File: config.mk
export PLATFORM = sky130hd
export DESIGN_NAME = mem_access_stage_flat
export DESIGN_NICKNAME = d
export VERILOG_FILES = /design/src/rtl/mem_access_stage_if.sv /design/src/rtl/mem_access_stage.sv /design/src/flat_wrapper.sv
export SDC_FILE = /design/constraint.sdc
export NUM_CORES = 1
export LEC_CHECK = 0
export CORE_MARGIN = 5
export CORE_UTILIZATION = 40
export DETAILED_ROUTE_END_ITERATION = 6
export GPL_TIMING_DRIVEN = 1
export PLACE_DENSITY = 0.86
export SLEW_MARGIN = 10
export SYNTH_ARGS = -nofsm -noshare
export SYNTH_HDL_FRONTEND = slang
export SYNTH_SLANG_ARGS = --single-unit
File: constraint.sdc
create_clock -name clk -period 1.5 [get_ports clk]
set_input_delay 0.225 -clock clk [delete_from_list [all_inputs] [get_ports clk]]
set_output_delay 0.225 -clock clk [all_outputs]
set_load 0.03 [all_outputs]
File: src/rtl/mem_access_stage_if.sv
// Data-memory bus between the MEM stage (master) and the memory (slave).
// Single outstanding request; the memory answers with dmem_ready/dmem_rdata.
interface mem_access_stage_if;
    logic        dmem_req;
    logic        dmem_we;
    logic [31:0] dmem_addr;
    logic [31:0] dmem_wdata;
    logic [3:0]  dmem_be;
    logic [31:0] dmem_rdata;
    logic        dmem_ready;

    modport master (
        output dmem_req,
        output dmem_we,
        output dmem_addr,
        output dmem_wdata,
        output dmem_be,
        input  dmem_rdata,
        input  dmem_ready
    );

    modport slave (
        input  dmem_req,
        input  dmem_we,
        input  dmem_addr,
        input  dmem_wdata,
        input  dmem_be,
        output dmem_rdata,
        output dmem_ready
    );
endinterface

File: src/rtl/mem_access_stage.sv
// RV32I MEM stage: multi-cycle data-memory access with store lane formatting and load extension.
// Define MEM_MISALIGN_CHK_EN to reject misaligned half/word accesses instead of issuing them.
module mem_access_stage (
    input  logic                      clk,
    input  logic                      rstn,
    input  logic                      EX_MEM_MemRead,
    input  logic                      EX_MEM_MemWrite,
    input  logic [31:0]               EX_MEM_ALUout,
    input  logic [31:0]               EX_MEM_RD2,
    input  logic [2:0]                EX_MEM_Funct3,
    mem_access_stage_if.master        dmem,
    output logic [31:0]               MEMout,
    output logic                      mem_stall,
    output logic                      mem_misalign
);

    typedef enum logic [1:0] {StIdle, StBusy, StDone} state_e;

    state_e      state_q, state_d;
    logic        we_q;
    logic [29:0] addr_q;
    logic [31:0] wdata_q;
    logic [3:0]  be_q;
    logic [2:0]  funct3_q;
    logic [1:0]  off_q;
    logic [31:0] memout_q;

    logic        access;
    logic        is_load;
    logic        size_byte;
    logic        size_half;
    logic        misaligned;
    logic        start;
    logic        busy;
    logic [3:0]  be_n;
    logic [31:0] wdata_n;
    logic [7:0]  load_byte;
    logic [15:0] load_half;
    logic [31:0] load_val;
    logic        load_done;

    assign access  = EX_MEM_MemRead | EX_MEM_MemWrite;
    // A read wins when both are set, so the write is simply dropped.
    assign is_load = EX_MEM_MemRead;

    always_comb begin
        size_byte = 1'b0;
        size_half = 1'b0;
        if (is_load) begin
            case (EX_MEM_Funct3)
                3'b000, 3'b100: size_byte = 1'b1;
                3'b001, 3'b101: size_half = 1'b1;
                default:        ;
            endcase
        end else begin
            case (EX_MEM_Funct3)
                3'b000:  size_byte = 1'b1;
                3'b001:  size_half = 1'b1;
                default: ;
            endcase
        end
    end

`ifdef MEM_MISALIGN_CHK_EN
    assign misaligned = access &
                        (size_half ? EX_MEM_ALUout[0]
                                   : (!size_byte && (EX_MEM_ALUout[1:0] != 2'b00)));
`else
    assign misaligned = 1'b0;
`endif

    assign start = (state_q == StIdle) & access & ~misaligned;
    assign busy  = (state_q == StBusy);

    always_comb begin
        be_n    = 4'b1111;
        wdata_n = EX_MEM_RD2;
        if (size_byte) begin
            be_n    = 4'b0001 << EX_MEM_ALUout[1:0];
            wdata_n = {4{EX_MEM_RD2[7:0]}};
        end else if (size_half) begin
            be_n    = EX_MEM_ALUout[1] ? 4'b1100 : 4'b0011;
            wdata_n = {2{EX_MEM_RD2[15:0]}};
        end
        if (is_load) begin
            be_n = 4'b1111;
        end
    end

    always_comb begin
        state_d = state_q;
        case (state_q)
            StIdle:  if (start) state_d = StBusy;
            StBusy:  if (dmem.dmem_ready) state_d = StDone;
            StDone:  state_d = StIdle;
            default: state_d = StIdle;
        endcase
    end

    always_comb begin
        case (off_q)
            2'd0:    load_byte = dmem.dmem_rdata[7:0];
            2'd1:    load_byte = dmem.dmem_rdata[15:8];
            2'd2:    load_byte = dmem.dmem_rdata[23:16];
            default: load_byte = dmem.dmem_rdata[31:24];
        endcase
        load_half = off_q[1] ? dmem.dmem_rdata[31:16] : dmem.dmem_rdata[15:0];
        case (funct3_q)
            3'b000:  load_val = {{24{load_byte[7]}}, load_byte};
            3'b001:  load_val = {{16{load_half[15]}}, load_half};
            3'b100:  load_val = {24'h0, load_byte};
            3'b101:  load_val = {16'h0, load_half};
            default: load_val = dmem.dmem_rdata;
        endcase
    end

    assign load_done = busy & dmem.dmem_ready & ~we_q;

    always_ff @(posedge clk or negedge rstn) begin
        if (!rstn) begin
            state_q  <= StIdle;
            we_q     <= 1'b0;
            addr_q   <= '0;
            wdata_q  <= '0;
            be_q     <= '0;
            funct3_q <= '0;
            off_q    <= '0;
            memout_q <= '0;
        end else begin
            state_q <= state_d;
            if (start) begin
                we_q     <= ~is_load;
                addr_q   <= EX_MEM_ALUout[31:2];
                wdata_q  <= wdata_n;
                be_q     <= be_n;
                funct3_q <= EX_MEM_Funct3;
                off_q    <= EX_MEM_ALUout[1:0];
            end
            if (load_done) begin
                memout_q <= load_val;
            end
        end
    end

    // Bus outputs are zero outside BUSY so the memory sees a quiet bus between requests.
    assign dmem.dmem_req   = busy;
    assign dmem.dmem_we    = busy & we_q;
    assign dmem.dmem_addr  = busy ? {addr_q, 2'b00} : 32'h0;
    assign dmem.dmem_wdata = busy ? wdata_q : 32'h0;
    assign dmem.dmem_be    = busy ? be_q : 4'h0;

    assign MEMout       = memout_q;
    assign mem_stall    = start | busy;
    assign mem_misalign = rstn & (state_q == StIdle) & misaligned;

endmodule

File: src/flat_wrapper.sv
// flat-port wrapper written by rule: the top's interface ports become plain ports
module mem_access_stage_flat 
  (clk, rstn, EX_MEM_MemRead, EX_MEM_MemWrite, EX_MEM_ALUout, EX_MEM_RD2, EX_MEM_Funct3, MEMout, mem_stall, mem_misalign, dmem_dmem_req, dmem_dmem_we, dmem_dmem_addr, dmem_dmem_wdata, dmem_dmem_be, dmem_dmem_rdata, dmem_dmem_ready);
  mem_access_stage_if dmem_i ();
  input  logic clk;
  input  logic rstn;
  input  logic EX_MEM_MemRead;
  input  logic EX_MEM_MemWrite;
  input  logic [31:0] EX_MEM_ALUout;
  input  logic [31:0] EX_MEM_RD2;
  input  logic [2:0] EX_MEM_Funct3;
  output logic [31:0] MEMout;
  output logic mem_stall;
  output logic mem_misalign;
  output wire logic [$bits(dmem_i.dmem_req)-1:0] dmem_dmem_req;
  output wire logic [$bits(dmem_i.dmem_we)-1:0] dmem_dmem_we;
  output wire logic [$bits(dmem_i.dmem_addr)-1:0] dmem_dmem_addr;
  output wire logic [$bits(dmem_i.dmem_wdata)-1:0] dmem_dmem_wdata;
  output wire logic [$bits(dmem_i.dmem_be)-1:0] dmem_dmem_be;
  input wire logic [$bits(dmem_i.dmem_rdata)-1:0] dmem_dmem_rdata;
  input wire logic [$bits(dmem_i.dmem_ready)-1:0] dmem_dmem_ready;
  assign dmem_dmem_req = dmem_i.dmem_req;
  assign dmem_dmem_we = dmem_i.dmem_we;
  assign dmem_dmem_addr = dmem_i.dmem_addr;
  assign dmem_dmem_wdata = dmem_i.dmem_wdata;
  assign dmem_dmem_be = dmem_i.dmem_be;
  assign dmem_i.dmem_rdata = dmem_dmem_rdata;
  assign dmem_i.dmem_ready = dmem_dmem_ready;
  mem_access_stage u_core (.clk(clk), .rstn(rstn), .EX_MEM_MemRead(EX_MEM_MemRead), .EX_MEM_MemWrite(EX_MEM_MemWrite), .EX_MEM_ALUout(EX_MEM_ALUout), .EX_MEM_RD2(EX_MEM_RD2), .EX_MEM_Funct3(EX_MEM_Funct3), .dmem(dmem_i), .MEMout(MEMout), .mem_stall(mem_stall), .mem_misalign(mem_misalign));
endmodule
== Yosys cells after proc, flatten, opt, wreduce, memory -nomap -nowiden ==
Index checks and enable logic that the tools add are counted.
Operators by class
  equality and inequality tests: 11
  shift-type cells: 1
  multiplexer cells: 21
  bitwise gates (word level): 8
  reductions and logical operators: 7
Operators with widths (count)
  $mux W32: 4
  $pmux W32 S4: 1
  $pmux W8 S3: 1
  $mux W4: 5
  $mux W16: 1
  $eq A3 B3 Y1 const B: 4
  $eq A3 B1 Y1 const B: 2
  $logic_not A3 Y1: 2
  $mux W1: 6
  $and A1 B1 Y1: 4
  $eq A2 B1 Y1 const B: 2
  $logic_not A2 Y1: 2
  $mux W2: 2
  $pmux W2 S2: 1
  $reduce_or A2 Y1: 2
  $shl A1 B2 Y4 const A: 1
  $eq A2 B2 Y1 const B: 1
  $ne A2 B1 Y1 const B: 1
  $ne A2 B2 Y1 const B: 1
  $not A1 Y1: 2
  $or A1 B1 Y1: 2
  $reduce_and A2 Y1: 1
Storage, ports and cells
  register bits: 106
  input bits: 104
  output and inout port bits: 104
  logic and storage cells: 56

== Logic depth before layout (Yosys ltp) ==
  word-level depth: 7
  depth in mapped cells: 6
  depth with buffers taken out: 4

== Least setup slack after synthesis ==
Ideal clock, no wire load.
  kind: reg-to-output
  from: reg u_core.state_q[1]
  to: out dmem_dmem_addr[22]
  arrival: 1.488 ns
  required time: 1.275 ns
  slack: -0.213 ns
  cell stages (with the launch flop): 4
  buffers on the path: 1
  cells stage by stage: dfrtp_1 > nor2b_1 > clkbuf_1 > and2_1
On the way
  cells in the longest elaborated chain, start to end: 2
Ends and longest elaborated chain
  start, declared: RTL line mem_access_stage.sv:19  | state_e state_q, state_d;
  start signal, assigned: RTL line mem_access_stage.sv:121  | state_q <= StIdle;
  start signal, assigned: RTL line mem_access_stage.sv:130  | state_q <= state_d;
  $eq A2 B1 Y1: RTL line mem_access_stage.sv:73  | assign busy = (state_q == StBusy);
  net dmem_dmem_req: RTL line flat_wrapper.sv:15  | output wire logic [$bits(dmem_i.dmem_req)-1:0] dmem_dmem_req;
  $mux W32: RTL line mem_access_stage.sv:148  | assign dmem.dmem_addr = busy ? {addr_q, 2'b00} : 32'h0;
  end, declared: RTL line flat_wrapper.sv:17  | output wire logic [$bits(dmem_i.dmem_addr)-1:0] dmem_dmem_addr;
The timed path passes the listed nets, and every way through them passes these cells.

== Worst setup path after layout ==
  from: reg u_core.state_q[1]
  to: out dmem_dmem_addr[12]
On the way
  cells in the longest elaborated chain, start to end: 2
Ends and longest elaborated chain (RTL line)
  $eq A2 B1 Y1: mem_access_stage.sv:73
  $mux W32: mem_access_stage.sv:148
No other way between the ends.

==> run_results.csv <==
group,metric,value,unit
logic_synthesis,ys_top_cells_by_area,"dfrtp_1 49%, mux2_2 12%, and2_1 7.8%, mux2i_1 5.0%, o21ai_0 3.7%",
layout,final_area,0.00953,mm2
power,power.density,2270,mW/mm2
sta,setup_viol,171,
detailed_routing,wire_per_inst,20.8,um
logic_synthesis,yosysTopAreaCell,"dfrtp_1",
sta,setup_tns,-28.32,ns
floorplan,rows,42,
power,clock_power_share,0.113,
critical_path,worstSetupEndpointType,"primary output",
detailed_routing,viasPerCell,5.36,
logic_synthesis,ys.warnings.count,0,
logic_synthesis,synth_top_family_by_area,"multiplexers",
floorplan,fp.dieW,127,um
logic_synthesis,synth-xor-area-share,0,
placement,dpl_cell_area,0.00799,mm2
logic_synthesis,synthSimpleGateAreaFrac,0.165,
sta,finalHoldViolCount,0,
clock_network,insertion_delay,0.35,ns
floorplan,io_pins,208,
critical_path,crit_fanout,15,
power,sw_frac_of_total,0.406,
floorplan,start_util,0.410,
run,maxCapViolations,0,
clock_network,cts_tree,"yes",
power,finalPower,21700,uW
sta,fin_skew,0.00631,ns
logic_synthesis,synth-compound-area-share,0.127,
logic_synthesis,synth_top_area_frac,0.487,
layout,layout-drive-gt1-share,0.417,
sta,fin_crit_sh,1.18,
sta,rsz0062_at_grt,"yes",
sta,slew_headroom,0.607,
floorplan,dieHeight,127,um
clock_network,cts_buffers,9,
global_route,antenna_found_initial,0,
logic_synthesis,synthMuxAreaShare,0.178,
clock_network,clock_sinks,106,
layout,final_nets,880,
layout,multi_input_area,0.00290,mm2
layout,fillers,894,
sta,tightest_slew,0.590,ns
global_route,grt-ovfl-total,0,
logic_synthesis,syn_avg_cell_area,10.7,um2
clock_network,cts_root_buf,"clkbuf_16",
logic_synthesis,syn_inst,508,
logic_synthesis,netlist_area,0.00545,mm2
critical_path,startpoint_type,"flop",
sta,setup_slack,-0.272,ns
sta,maxSlewViolCount,0,
outcome,violations,"setup timing",
outcome,status,"finished with violations",
power,ir_drop,1.49,mV
detailed_routing,dr.pass1.iters,6,
power,p_leak,0.00421,uW
power,seq_power_share,0.242,
layout,syn2layout_area_growth,74.9,%
layout,final_util,0.717,
detailed_routing,initialDrtViolationCount,346,
sta,layout_min_cycle_time,1.77,ns
clock_network,clk_path_buf_depth,2,
global_route,grt_pass1_wl,30.3,mm
global_route,grt_max_degree,62,
layout,n_antenna_cell,0,
placement,globalplace.congestion,0.940,
power,p_switching,8800,uW
floorplan,core-area,0.0133,mm2
sta,fmax,564,MHz
logic_synthesis,ys_seq_elements,106,
power,p_comb_frac,0.645,
global_route,grt_usage,0.236,
logic_synthesis,ys_seq_area_frac,0.487,
clock_network,clkTransAtPathRegs,0.07,ns
detailed_routing,drt-total-wl,19.9,mm
layout,ff_latch_area,0.00265,mm2
hold_path,hold_class,"in -> async",
placement,dp_slack,-0.293,ns
logic_synthesis,yosysUniqueCellTypes,41,
clock_network,htree_num_levels,3,
floorplan,die-area,0.0161,mm2
detailed_routing,vias,5126,
detailed_routing,drc_errors,0,
critical_path,critPathKind,"reg -> out",
placement,dp_hpwl,12.6,mm
power,p_int,12900,uW
detailed_routing,antenna_left,0,
logic_synthesis,synth-adder-area-share,0,
global_route,grt_pass1_vias,5622,
critical_path,worstPathArrival,1.55,ns
critical_path,crit_required,1.27,ns
placement,port_buffers,204,
[cell usage after synthesis (all sizes together)]
cell type / number
dfrtp: 106
and2: 68
mux2: 60
o21ai: 47
a21oi: 41
nand2: 37
mux2i: 27
buf: 25
nor2: 21
clkbuf: 15
nor3: 9
nand3b: 8
o221a: 8
a211oi: 7
and3b: 7
nand2b: 3
a21o: 2
inv: 2
nand3: 2
nor2b: 2
a211o: 1
clkinv: 1
conb: 1
mux4: 1
nand4bb: 1
nor3b: 1
nor4bb: 1
o21a: 1
o22a: 1
o22ai: 1
or2: 1
[worst max-delay path, stage by stage (launching register included)]
cell and delay [ns]:
dfrtp_2 0.43, nor2b_4 0.16, buf_12 0.15, clkbuf_16 0.16, and2_1 0.15, buf_6 0.14
[metal layers]
metal | vias to the layer above | global-route usage | part of all wire
met5 | - | 0 | 0
met4 | 0 | 0.110 | 0.046
met3 | 65 | 0.0572 | 0.074
met2 | 247 | 0.403 | 0.50
met1 | 2504 | 0.281 | 0.38
li1 | 2310 | - | -
[area by class of cell]
cell class                      instances  area share
Multi-Input combinational cell        361       0.304
Inverter                                3     0.00118
Tap cell                              176      0.0231
Sequential cell                       106       0.278
Timing Repair Buffer                  295       0.362
Clock inverter                          2     0.00368
Clock buffer                           14      0.0277
[repair_timing]
| item | in CTS | in global routing |
|---|---|---|
| gates resized for setup | 170 | 63 |
| gates cloned | 12 | 7 |
| hold buffers | 1 | 0 |
| hold endpoints to repair | 61 | 0 |
| pin swaps | 6 | 8 |
| setup endpoints to repair | 181 | 174 |
| buffers inserted | 14 | 6 |
[flip-flops by register name (all words and copies together), names as in the netlist]
| register | count |
|---|---|
| u_core.MEMout | 32 |
| u_core.addr_q | 30 |
| u_core.be_q | 4 |
| u_core.funct3_q | 3 |
| u_core.off_q | 2 |
| u_core.state_q | 2 |
| u_core.wdata_q | 32 |
| u_core.we_q | 1 |
[stage by stage]
stage	std cells	hold WS, ns
floorplan	510	-0.0706
global placement	903	0.253
detailed placement	903	0.269
CTS	946	0.446
global route	957	0.487
finish	957	0.424
[path summary, 6_finish.rpt]
kind | startpoint | endpoint | slack, ns | cells after the start
max | u_core.state_q[1]$_DFFE_PN0P_ | dmem_dmem_addr[12] | -0.27 | 5
min | rstn | u_core.MEMout[30]$_DFFE_PN0P_ | 0.42 | 3
max reg2reg | u_core.state_q[1]$_DFFE_PN0P_ | u_core.addr_q[8]$_DFFE_PN0P_ | -0.24 | 7
min reg2reg | u_core.be_q[3]$_DFFE_PN0P_ | u_core.be_q[3]$_DFFE_PN0P_ | 0.47 | 1
max in group asynchronous | rstn | u_core.state_q[1]$_DFFE_PN0P_ | 0.54 | 3
min in group clk | u_core.be_q[3]$_DFFE_PN0P_ | u_core.be_q[3]$_DFFE_PN0P_ | 0.47 | 1
[cells in the final DEF (no fill, tap or decap), types with 2 or more instances in the layout]
cell and count:
clkbuf_8 2, bufbuf_16 3, a21o_1 2, nor2_1 18, and3b_1 7, nand3_2 2
o21ai_1 25, conb_1 3, and2_4 35, buf_8 4, a21oi_1 28, clkbuf_1 3
clkdlybuf4s50_1 101, mux2_2 59, dfrtp_1 105, nor3_1 8, o21ai_0 14, nand3b_1 8
a21oi_2 12, mux2i_4 2, nor2_4 3, buf_12 23, clkbuf_16 15, buf_16 8
nand2b_1 2, mux2i_1 25, and2_2 7, o21ai_2 7, dlygate4sd2_1 33, buf_6 75
buf_4 41, and2_1 26, nand2_1 33, nand2_2 3, a211oi_1 7, o221a_4 7
[kinds of logic after synthesis]
kind of cell / count (synthesis)
AOI/OAI and AO/OA: 109
buffers and inverters: 43
DFF: 106
muxes: 88
other: 1
and+or+nand+nor: 161
[power groups by stage]
stage	logic (uW)	clock network, uW	registers (uW)
2_1_floorplan	5700	0	5740
3_3_place_gp	10400	0	5070
3_5_place_dp	10700	0	5160
4_1_cts	12800	2470	5130
5_1_grt	14700	2600	5370
6_report	14000	2450	5230
Power figures use the tool's default switching activity.
